==> src/rtl/wg_slot_id_req_seq.sv <==
// wg_slot_id_req_seq: serialises allocate/deallocate requests onto the WG slot-id converter,
// holding operands stable and tracking per-CU occupancy so full/empty requests never pulse it.
module wg_slot_id_req_seq #(
  parameter int NUMBER_CU        = 2,
  parameter int CU_ID_WIDTH      = 1,
  parameter int WG_ID_WIDTH      = 6,
  parameter int WG_SLOT_ID_WIDTH = 3
) (
  input  logic                        clk,
  input  logic                        rst_n,
  input  logic                        alloc_valid_i,
  output logic                        alloc_ready_o,
  input  logic [WG_ID_WIDTH-1:0]      alloc_wg_id_i,
  input  logic [CU_ID_WIDTH-1:0]      alloc_cu_id_i,
  input  logic                        dealloc_valid_i,
  output logic                        dealloc_ready_o,
  input  logic [WG_ID_WIDTH-1:0]      dealloc_wg_id_i,
  input  logic [CU_ID_WIDTH-1:0]      dealloc_cu_id_i,
  output logic [WG_ID_WIDTH-1:0]      conv_wg_id_o,
  output logic [CU_ID_WIDTH-1:0]      conv_cu_id_o,
  output logic                        conv_generate_o,
  output logic                        conv_find_and_cancel_o,
  input  logic [WG_SLOT_ID_WIDTH-1:0] conv_slot_id_gen_i,
  input  logic [WG_SLOT_ID_WIDTH-1:0] conv_slot_id_find_i,
  output logic                        resp_valid_o,
  input  logic                        resp_ready_i,
  output logic                        resp_is_dealloc_o,
  output logic                        resp_fail_o,
  output logic [WG_ID_WIDTH-1:0]      resp_wg_id_o,
  output logic [CU_ID_WIDTH-1:0]      resp_cu_id_o,
  output logic [WG_SLOT_ID_WIDTH-1:0] resp_slot_id_o
);

  localparam int CNT_W = WG_SLOT_ID_WIDTH + 1;
  localparam logic [CNT_W-1:0] SLOT_NUM = {1'b1, {WG_SLOT_ID_WIDTH{1'b0}}};
  localparam logic [CNT_W-1:0] CNT_ZERO = {CNT_W{1'b0}};
  localparam logic [CNT_W-1:0] CNT_ONE  = {{WG_SLOT_ID_WIDTH{1'b0}}, 1'b1};
  localparam logic [WG_SLOT_ID_WIDTH-1:0] SLOT_ZERO = {WG_SLOT_ID_WIDTH{1'b0}};

  typedef enum logic [2:0] {
    IDLE     = 3'd0,
    A_ISSUE  = 3'd1,
    A_CAPT   = 3'd2,
    D_SETUP  = 3'd3,
    D_CANCEL = 3'd4,
    D_COMMIT = 3'd5,
    RESP     = 3'd6
  } state_e;

  state_e                      state_q;
  logic [WG_ID_WIDTH-1:0]      op_wg_q;
  logic [CU_ID_WIDTH-1:0]      op_cu_q;
  logic [CNT_W-1:0]            cnt_q [NUMBER_CU];
  logic                        gen_q;
  logic                        cancel_q;
  logic                        resp_valid_q;
  logic                        resp_is_dealloc_q;
  logic                        resp_fail_q;
  logic [WG_ID_WIDTH-1:0]      resp_wg_q;
  logic [CU_ID_WIDTH-1:0]      resp_cu_q;
  logic [WG_SLOT_ID_WIDTH-1:0] resp_slot_q;
  logic [CNT_W-1:0]            alloc_cnt_s;
  logic [CNT_W-1:0]            dealloc_cnt_s;

  assign alloc_cnt_s   = cnt_q[alloc_cu_id_i];
  assign dealloc_cnt_s = cnt_q[dealloc_cu_id_i];

  // Deallocate has priority, so an allocate is only offered ready when no deallocate is pending.
  assign dealloc_ready_o = (state_q == IDLE);
  assign alloc_ready_o   = (state_q == IDLE) && !dealloc_valid_i;

  // Request sequencer FSM with registered converter pulses, operands and response payload.
  always_ff @(posedge clk or negedge rst_n) begin
    if (!rst_n) begin
      state_q           <= IDLE;
      op_wg_q           <= {WG_ID_WIDTH{1'b0}};
      op_cu_q           <= {CU_ID_WIDTH{1'b0}};
      for (int i = 0; i < NUMBER_CU; i++) cnt_q[i] <= CNT_ZERO;
      gen_q             <= 1'b0;
      cancel_q          <= 1'b0;
      resp_valid_q      <= 1'b0;
      resp_is_dealloc_q <= 1'b0;
      resp_fail_q       <= 1'b0;
      resp_wg_q         <= {WG_ID_WIDTH{1'b0}};
      resp_cu_q         <= {CU_ID_WIDTH{1'b0}};
      resp_slot_q       <= SLOT_ZERO;
    end else begin
      case (state_q)
        IDLE: begin
          if (dealloc_valid_i) begin
            op_wg_q <= dealloc_wg_id_i;
            op_cu_q <= dealloc_cu_id_i;
            if (dealloc_cnt_s == CNT_ZERO) begin
              state_q           <= RESP;
              resp_valid_q      <= 1'b1;
              resp_is_dealloc_q <= 1'b1;
              resp_fail_q       <= 1'b1;
              resp_wg_q         <= dealloc_wg_id_i;
              resp_cu_q         <= dealloc_cu_id_i;
              resp_slot_q       <= SLOT_ZERO;
            end else begin
              state_q <= D_SETUP;
            end
          end else if (alloc_valid_i) begin
            op_wg_q <= alloc_wg_id_i;
            op_cu_q <= alloc_cu_id_i;
            if (alloc_cnt_s == SLOT_NUM) begin
              state_q           <= RESP;
              resp_valid_q      <= 1'b1;
              resp_is_dealloc_q <= 1'b0;
              resp_fail_q       <= 1'b1;
              resp_wg_q         <= alloc_wg_id_i;
              resp_cu_q         <= alloc_cu_id_i;
              resp_slot_q       <= SLOT_ZERO;
            end else begin
              state_q <= A_ISSUE;
              gen_q   <= 1'b1;
            end
          end else begin
            state_q <= IDLE;
          end
        end
        A_ISSUE: begin
          gen_q          <= 1'b0;
          cnt_q[op_cu_q] <= cnt_q[op_cu_q] + CNT_ONE;
          state_q        <= A_CAPT;
        end
        A_CAPT: begin
          state_q           <= RESP;
          resp_valid_q      <= 1'b1;
          resp_is_dealloc_q <= 1'b0;
          resp_fail_q       <= 1'b0;
          resp_wg_q         <= op_wg_q;
          resp_cu_q         <= op_cu_q;
          resp_slot_q       <= conv_slot_id_gen_i;
        end
        // Idle cycle so the converter latches the cu id before its CAM compare.
        D_SETUP: begin
          cancel_q <= 1'b1;
          state_q  <= D_CANCEL;
        end
        D_CANCEL: begin
          cancel_q <= 1'b0;
          state_q  <= D_COMMIT;
        end
        D_COMMIT: begin
          cnt_q[op_cu_q]    <= cnt_q[op_cu_q] - CNT_ONE;
          state_q           <= RESP;
          resp_valid_q      <= 1'b1;
          resp_is_dealloc_q <= 1'b1;
          resp_fail_q       <= 1'b0;
          resp_wg_q         <= op_wg_q;
          resp_cu_q         <= op_cu_q;
          resp_slot_q       <= conv_slot_id_find_i;
        end
        RESP: begin
          if (resp_ready_i) begin
            resp_valid_q <= 1'b0;
            state_q      <= IDLE;
          end else begin
            state_q <= RESP;
          end
        end
        default: begin
          gen_q        <= 1'b0;
          cancel_q     <= 1'b0;
          resp_valid_q <= 1'b0;
          state_q      <= IDLE;
        end
      endcase
    end
  end

  assign conv_wg_id_o           = op_wg_q;
  assign conv_cu_id_o           = op_cu_q;
  assign conv_generate_o        = gen_q;
  assign conv_find_and_cancel_o = cancel_q;
  assign resp_valid_o           = resp_valid_q;
  assign resp_is_dealloc_o      = resp_is_dealloc_q;
  assign resp_fail_o            = resp_fail_q;
  assign resp_wg_id_o           = resp_wg_q;
  assign resp_cu_id_o           = resp_cu_q;
  assign resp_slot_id_o         = resp_slot_q;

endmodule
==> config.mk <==
export PLATFORM = sky130hd
export DESIGN_NAME = wg_slot_id_req_seq
export DESIGN_NICKNAME = d
export VERILOG_FILES = /design/src/rtl/wg_slot_id_req_seq.sv
export SDC_FILE = /design/constraint.sdc
export NUM_CORES = 1
export LEC_CHECK = 0
export CORE_AREA = 2 2 67 69
export CTS_CLUSTER_DIAMETER = 30
export CTS_CLUSTER_SIZE = 24
export DETAILED_ROUTE_END_ITERATION = 7
export DIE_AREA = 0 0 69 71
export PLACE_DENSITY_LB_ADDON = 0.2
export SLEW_MARGIN = 20
export SYNTH_ARGS = -nofsm -noshare
export SYNTH_HDL_FRONTEND = slang
export SYNTH_SLANG_ARGS = --single-unit
==> constraint.sdc <==
create_clock -name clk -period 2.2 [get_ports clk]
set_input_delay 0.44 -clock clk [delete_from_list [all_inputs] [get_ports clk]]
set_output_delay 0.44 -clock clk [all_outputs]
set_load 0.01 [all_outputs]
# ---- Yosys cells after proc, flatten, opt, wreduce, memory -nomap -nowiden
# Cells that the tools add are included.
dict set report word_totals {
  input_bits 25
  output_inout_bits 24
  ff_bits 33
  word_cells 111
}
dict set report classes {
  reduce_logical 18
  bitwise 5
  n_addsub 2
  n_eq_ne 14
  n_lt_le_gt_ge 4
  mux 55
}
# cell n
set op_table {}
lappend op_table {{2-to-1 mux 4 bit} 10}
lappend op_table {{2-to-1 mux 6 bit} 6}
lappend op_table {{2-to-1 mux 3 bit} 9}
lappend op_table {{one-hot mux 3 bit (6 select lines)} 1}
lappend op_table {{2-to-1 mux 1 bit} 17}
lappend op_table {{bitwise mux 8 bit} 2}
lappend op_table {{one-hot mux 8 bit (2 select lines)} 1}
lappend op_table {{one-hot mux 6 bit (2 select lines)} 1}
lappend op_table {{AND reduction 4 bit} 3}
lappend op_table {{OR reduction 5 bit} 2}
lappend op_table {{equality test 3 bit (second input constant)} 3}
lappend op_table {{one-hot mux 3 bit (3 select lines)} 1}
lappend op_table {{inequality test 2 bit (second input constant)} 4}
lappend op_table {{one-hot mux 1 bit (2 select lines)} 4}
lappend op_table {{equality test 3 x 2 -> 1 bit (second input constant)} 2}
lappend op_table {{>= comparator 2 bit (second input constant)} 3}
lappend op_table {{inequality test 3 x 2 -> 1 bit (second input constant)} 2}
lappend op_table {{NOT 1 -> 2 bit} 3}
lappend op_table {{nonzero test 2 bit} 3}
lappend op_table {{AND reduction 5 bit} 1}
lappend op_table {{adder 4 x 1 -> 4 bit (second input constant)} 1}
lappend op_table {{demux 4 bit (select 1 bit)} 1}
lappend op_table {{equality test 4 bit (second input constant)} 1}
lappend op_table {{logical NOT 4 bit} 1}
lappend op_table {{14 further kinds} 16}

# ---- Longest topological paths before layout
dict set report depth {
  word_depth 9
  mapped_depth 7
  ltp_nobuf 6
}

# ---- Worst setup path before layout
# OpenSTA, ideal clock, no wires.
dict set report synth_path {
  path_kind {register to register}
  start {reg with a tool-made name}
  end {reg resp_cu_q, in the netlist resp_cu_id_o}
  t_arrival_ns 1.610
  period_less_slack_ns 1.735
  setup_slack_ns 0.465
  path_stages_with_launch 7
  n_path_buf 1
  cell_sequence {dfrtp_1 > nor3_2 > nand3b_1 > a32oi_2 > o31a_4 > buf_6 > mux2_4}
}
# element line
set synth_lines {}
lappend synth_lines {{end signal: assignment} 85} ;# resp_cu_q <= {CU_ID_WIDTH{1'b0}};
lappend synth_lines {{end signal: assignment} 99} ;# resp_cu_q <= dealloc_cu_id_i;
lappend synth_lines {{end signal: assignment} 113} ;# resp_cu_q <= alloc_cu_id_i;
lappend synth_lines {{end: declaration} 60} ;# logic [CU_ID_WIDTH-1:0] resp_cu_q;

# ---- Worst setup path after layout
dict set report layout_path {
  start {reg state_q[2]}
  end {out dealloc_ready_o}
}
dict set report layout_via {
  elab_chain_cells 1
}
# element line
set layout_lines {}
lappend layout_lines {{start: declaration} 50} ;# state_e state_q;
lappend layout_lines {{start signal: assignment} 75} ;# state_q <= IDLE;
lappend layout_lines {{start signal: assignment} 94} ;# state_q <= RESP;
lappend layout_lines {{start signal: assignment} 102} ;# state_q <= D_SETUP;
lappend layout_lines {{logical NOT 3 bit} 69} ;# assign dealloc_ready_o = (state_q == IDLE);
lappend layout_lines {{end: declaration} 16} ;# output logic dealloc_ready_o,
# Every way passes these cells.

==> out/results.ini <==
[finish]
most-common-layout-cells = 47 x clkdlybuf4s50_1, 33 x dfrtp_1, 22 x nor2_1
mostFrequentLayoutCell = clkdlybuf4s50_1
area_delta_synth_final_pct = 36.43
fin_area_um2 = 2446
final_util_pct = 58.18
fillers = 366
antenna_cells = 0
layout-drive-gt1-share_pct = 14.35
final_net_count = 249

[routing]
drt-pass1-iter-count = 4
totalWireLength_mm = 4.149
dr.first_iter.drc_count = 81
vias = 1434
wl_per_cell_um = 15.09
vias_per_cell = 5.215
ant_nets = 0
drc = 0

[outcome]
status = finished clean

[worst_setup_path]
path_max_fanout = 5
cp.arrival_ns = 1.59
r2r_cells = 4
reg2reg_to = resp_cu_id_o
cp-start-kind = flop
cp-end-kind = output pin
r2r-start = state_q[1]
crit_required_ns = 1.76
crit_type = flop to output pin
rrSetupSlack_ns = 0.23

[floorplanning]
start_util_pct = 42.65
dieArea_um2 = 4899
rows = 24
die_h_um = 71
dieWidth_um = 69
ioPinCount = 49
core-area_um2 = 4204

[synth]
synth-edff-count = 0
yosysWarnings = 0
synth_seq_area_share_pct = 46.06
synth_top_flop_cell = dfrtp_1
ys_ff_latch = 33
synthCells = 168
syn_nets = 195
async_reset_ff_share_pct = 100.0
yosysUniqueCellTypes = 42
syn_area_um2 = 1793
synth_area_per_cell_um2 = 10.67

[place]
placed_cell_area_um2 = 2316
dp_hpwl_mm = 3.111
post-place-ws_ns = -0.04656
io_buffer_count = 48
place.gp.congestion = 0.8364

[sta]
hold_viol = 0
fin_crit_ns = 2.031
setup_slack_ns = 0.1693
finClkSkew_ns = 0.005884
period_share_pct = 92.30
finalMaxSlewViolations = 0
timing.hold.ws_ns = 0.4847
max_freq_ghz = 0.4924
worst_pin_slew_ns = 0.5819
rsz0062_at_grt = no
max_slew_margin_pct = 61.17
setup_viol = 0

[run]
cap_viol_max_count = 0

[clock_tree]
numCtsBuffers = 5
clk_pin_slew_ns = 0.06
htree_levels = 2
insertion_delay_ns = 0.28
clock-sinks = 33
cts_tree = built
clock_path_buffers = 2
root_buffer = clkbuf_8

[global_routing]
antenna_found_initial = 0
grt_pass1_vias = 1468
grt_first_pass_wirelength_mm = 6.879
grt_max_degree = 34
grt.total_usage_pct = 17.69
overflow = 0

[worst_hold_path]
holdPathStages = 1
whs_endpoint = resp_valid_o
min_from = resp_valid_o
holdCritPathClass = flop to flop

[pwr]
p_leak_nw = 1.075
irDropWorstVdd_v = 0.0008560
finalPower_w = 0.003730
cellPowerDensity_nw_per_um2 = 1525

==> through the flow <==
| step | std cells | TNS [ns] |
|---|---|---|
| global route | 275 | 0 |
| detailed placement | 265 | -0.1340 |
| global placement | 265 | -0.01178 |
| floorplan | 168 | 0 |
| CTS | 274 | 0 |
| finish | 275 | 0 |
==> area by class of cell <==
class / count / area [um^2] / share of cell area [%]
clock buffers: 7 / 86.33 / 3.529
multi-input cells: 121 / 880.8 / 36.01
inverters: 5 / 18.77 / 0.7673
well taps: 52 / 65.06 / 2.660
flip-flops and latches: 33 / 825.8 / 33.76
repair buffers: 56 / 539.3 / 22.05
clock inverters: 1 / 30.03 / 1.228
==> metal layers <==
layer	wire, um	vias to the layer above	track usage (%)	share of wire (%)
li1	-	700	-	-
met1	1811	689	21.48	44
met2	2081	41	30.24	50
met3	229	4	4.131	5.5
met4	26	0	7.625	0.63
met5	0	-	0	0
==> worst max path at each step <==
stage | startpoint | end | slack, ns | cells after the start
floorplan | flop | resp_cu_id_o | 0.46 | 6
global placement | dealloc_valid_i | alloc_ready_o | -0.01 | 3
CTS | state_q[1] | dealloc_ready_o | 0.03 | 2
finish | state_q[2] | dealloc_ready_o | 0.17 | 2
detailed placement | alloc_cu_id_i | resp_wg_id_o[0] | -0.05 | 6
global route | state_q[2] | dealloc_ready_o | 0.1 | 2
==> sequential cells by signal, summed over array words and instances (netlist names), named ones only <==
register and flops:
cnt_q 6, conv_cu_id_o 1, conv_find_and_cancel_o 1, conv_generate_o 1, conv_wg_id_o 6, resp_cu_id_o 1
resp_fail_o 1, resp_is_dealloc_o 1, resp_slot_id_o 3, resp_valid_o 1, resp_wg_id_o 6, state_q 3
==> critical path: stages (launching register included) <==
cell             delay (ns)
dfrtp_1                0.49
nor3_4                 0.26
clkdlybuf4s50_1        0.56
==> logic make-up after synthesis <==
| logic type | after synthesis | share of synthesized area, % |
|---|---|---|
| flops | 33 | 46.06 |
| xor+xnor | 8 | 3.908 |
| mux | 20 | 12.98 |
| compound gates | 39 | 14.52 |
| fa+ha+maj | 2 | 1.395 |
| buf+inv | 14 | 4.814 |
| simple gates | 52 | 16.33 |
==> power by group <==
part / leakage, nW / switching [W] / total (W) / internal, W
registers: 0.391 / 0.000316 / 0.00123 / 0.000918
clock network: 0.0585 / 0.000210 / 0.000579 / 0.000369
logic: 0.626 / 0.000866 / 0.00192 / 0.00105
total: 1.08 / 0.00139 / 0.00373 / 0.00234
==> Yosys cell counts (2+ instances only) <==
cell,number,share of area (%)
dfrtp_1,33,46
nor2_1,22,4.6
a21oi_1,20,5.6
mux2i_1,12,6.7
nand2_1,10,2.1
mux2_4,6,5.0
inv_1,5,1.0
o21ai_0,5,1.4
xnor2_1,5,2.4
a22oi_1,3,1.3
buf_2,3,0.84
buf_6,3,1.9
xor2_1,3,1.5
and3_1,2,0.70
buf_4,2,0.84
ha_1,2,1.4
mux2_2,2,1.3
nand2b_1,2,0.70
nor2b_1,2,0.70
nor3_2,2,1.1
o21a_1,2,0.84
or3_1,2,0.70
==> timing repair <==
item | in CTS | in global routing
hold buffers | 0 | 0
pin swaps | 1 | 1
gates resized for setup | 1 | 0
hold endpoints to repair | 0 | 0
buffers inserted | 1 | 1
endpoints found under the setup margin | 1 | 1
(Power assumes the default switching activity.)
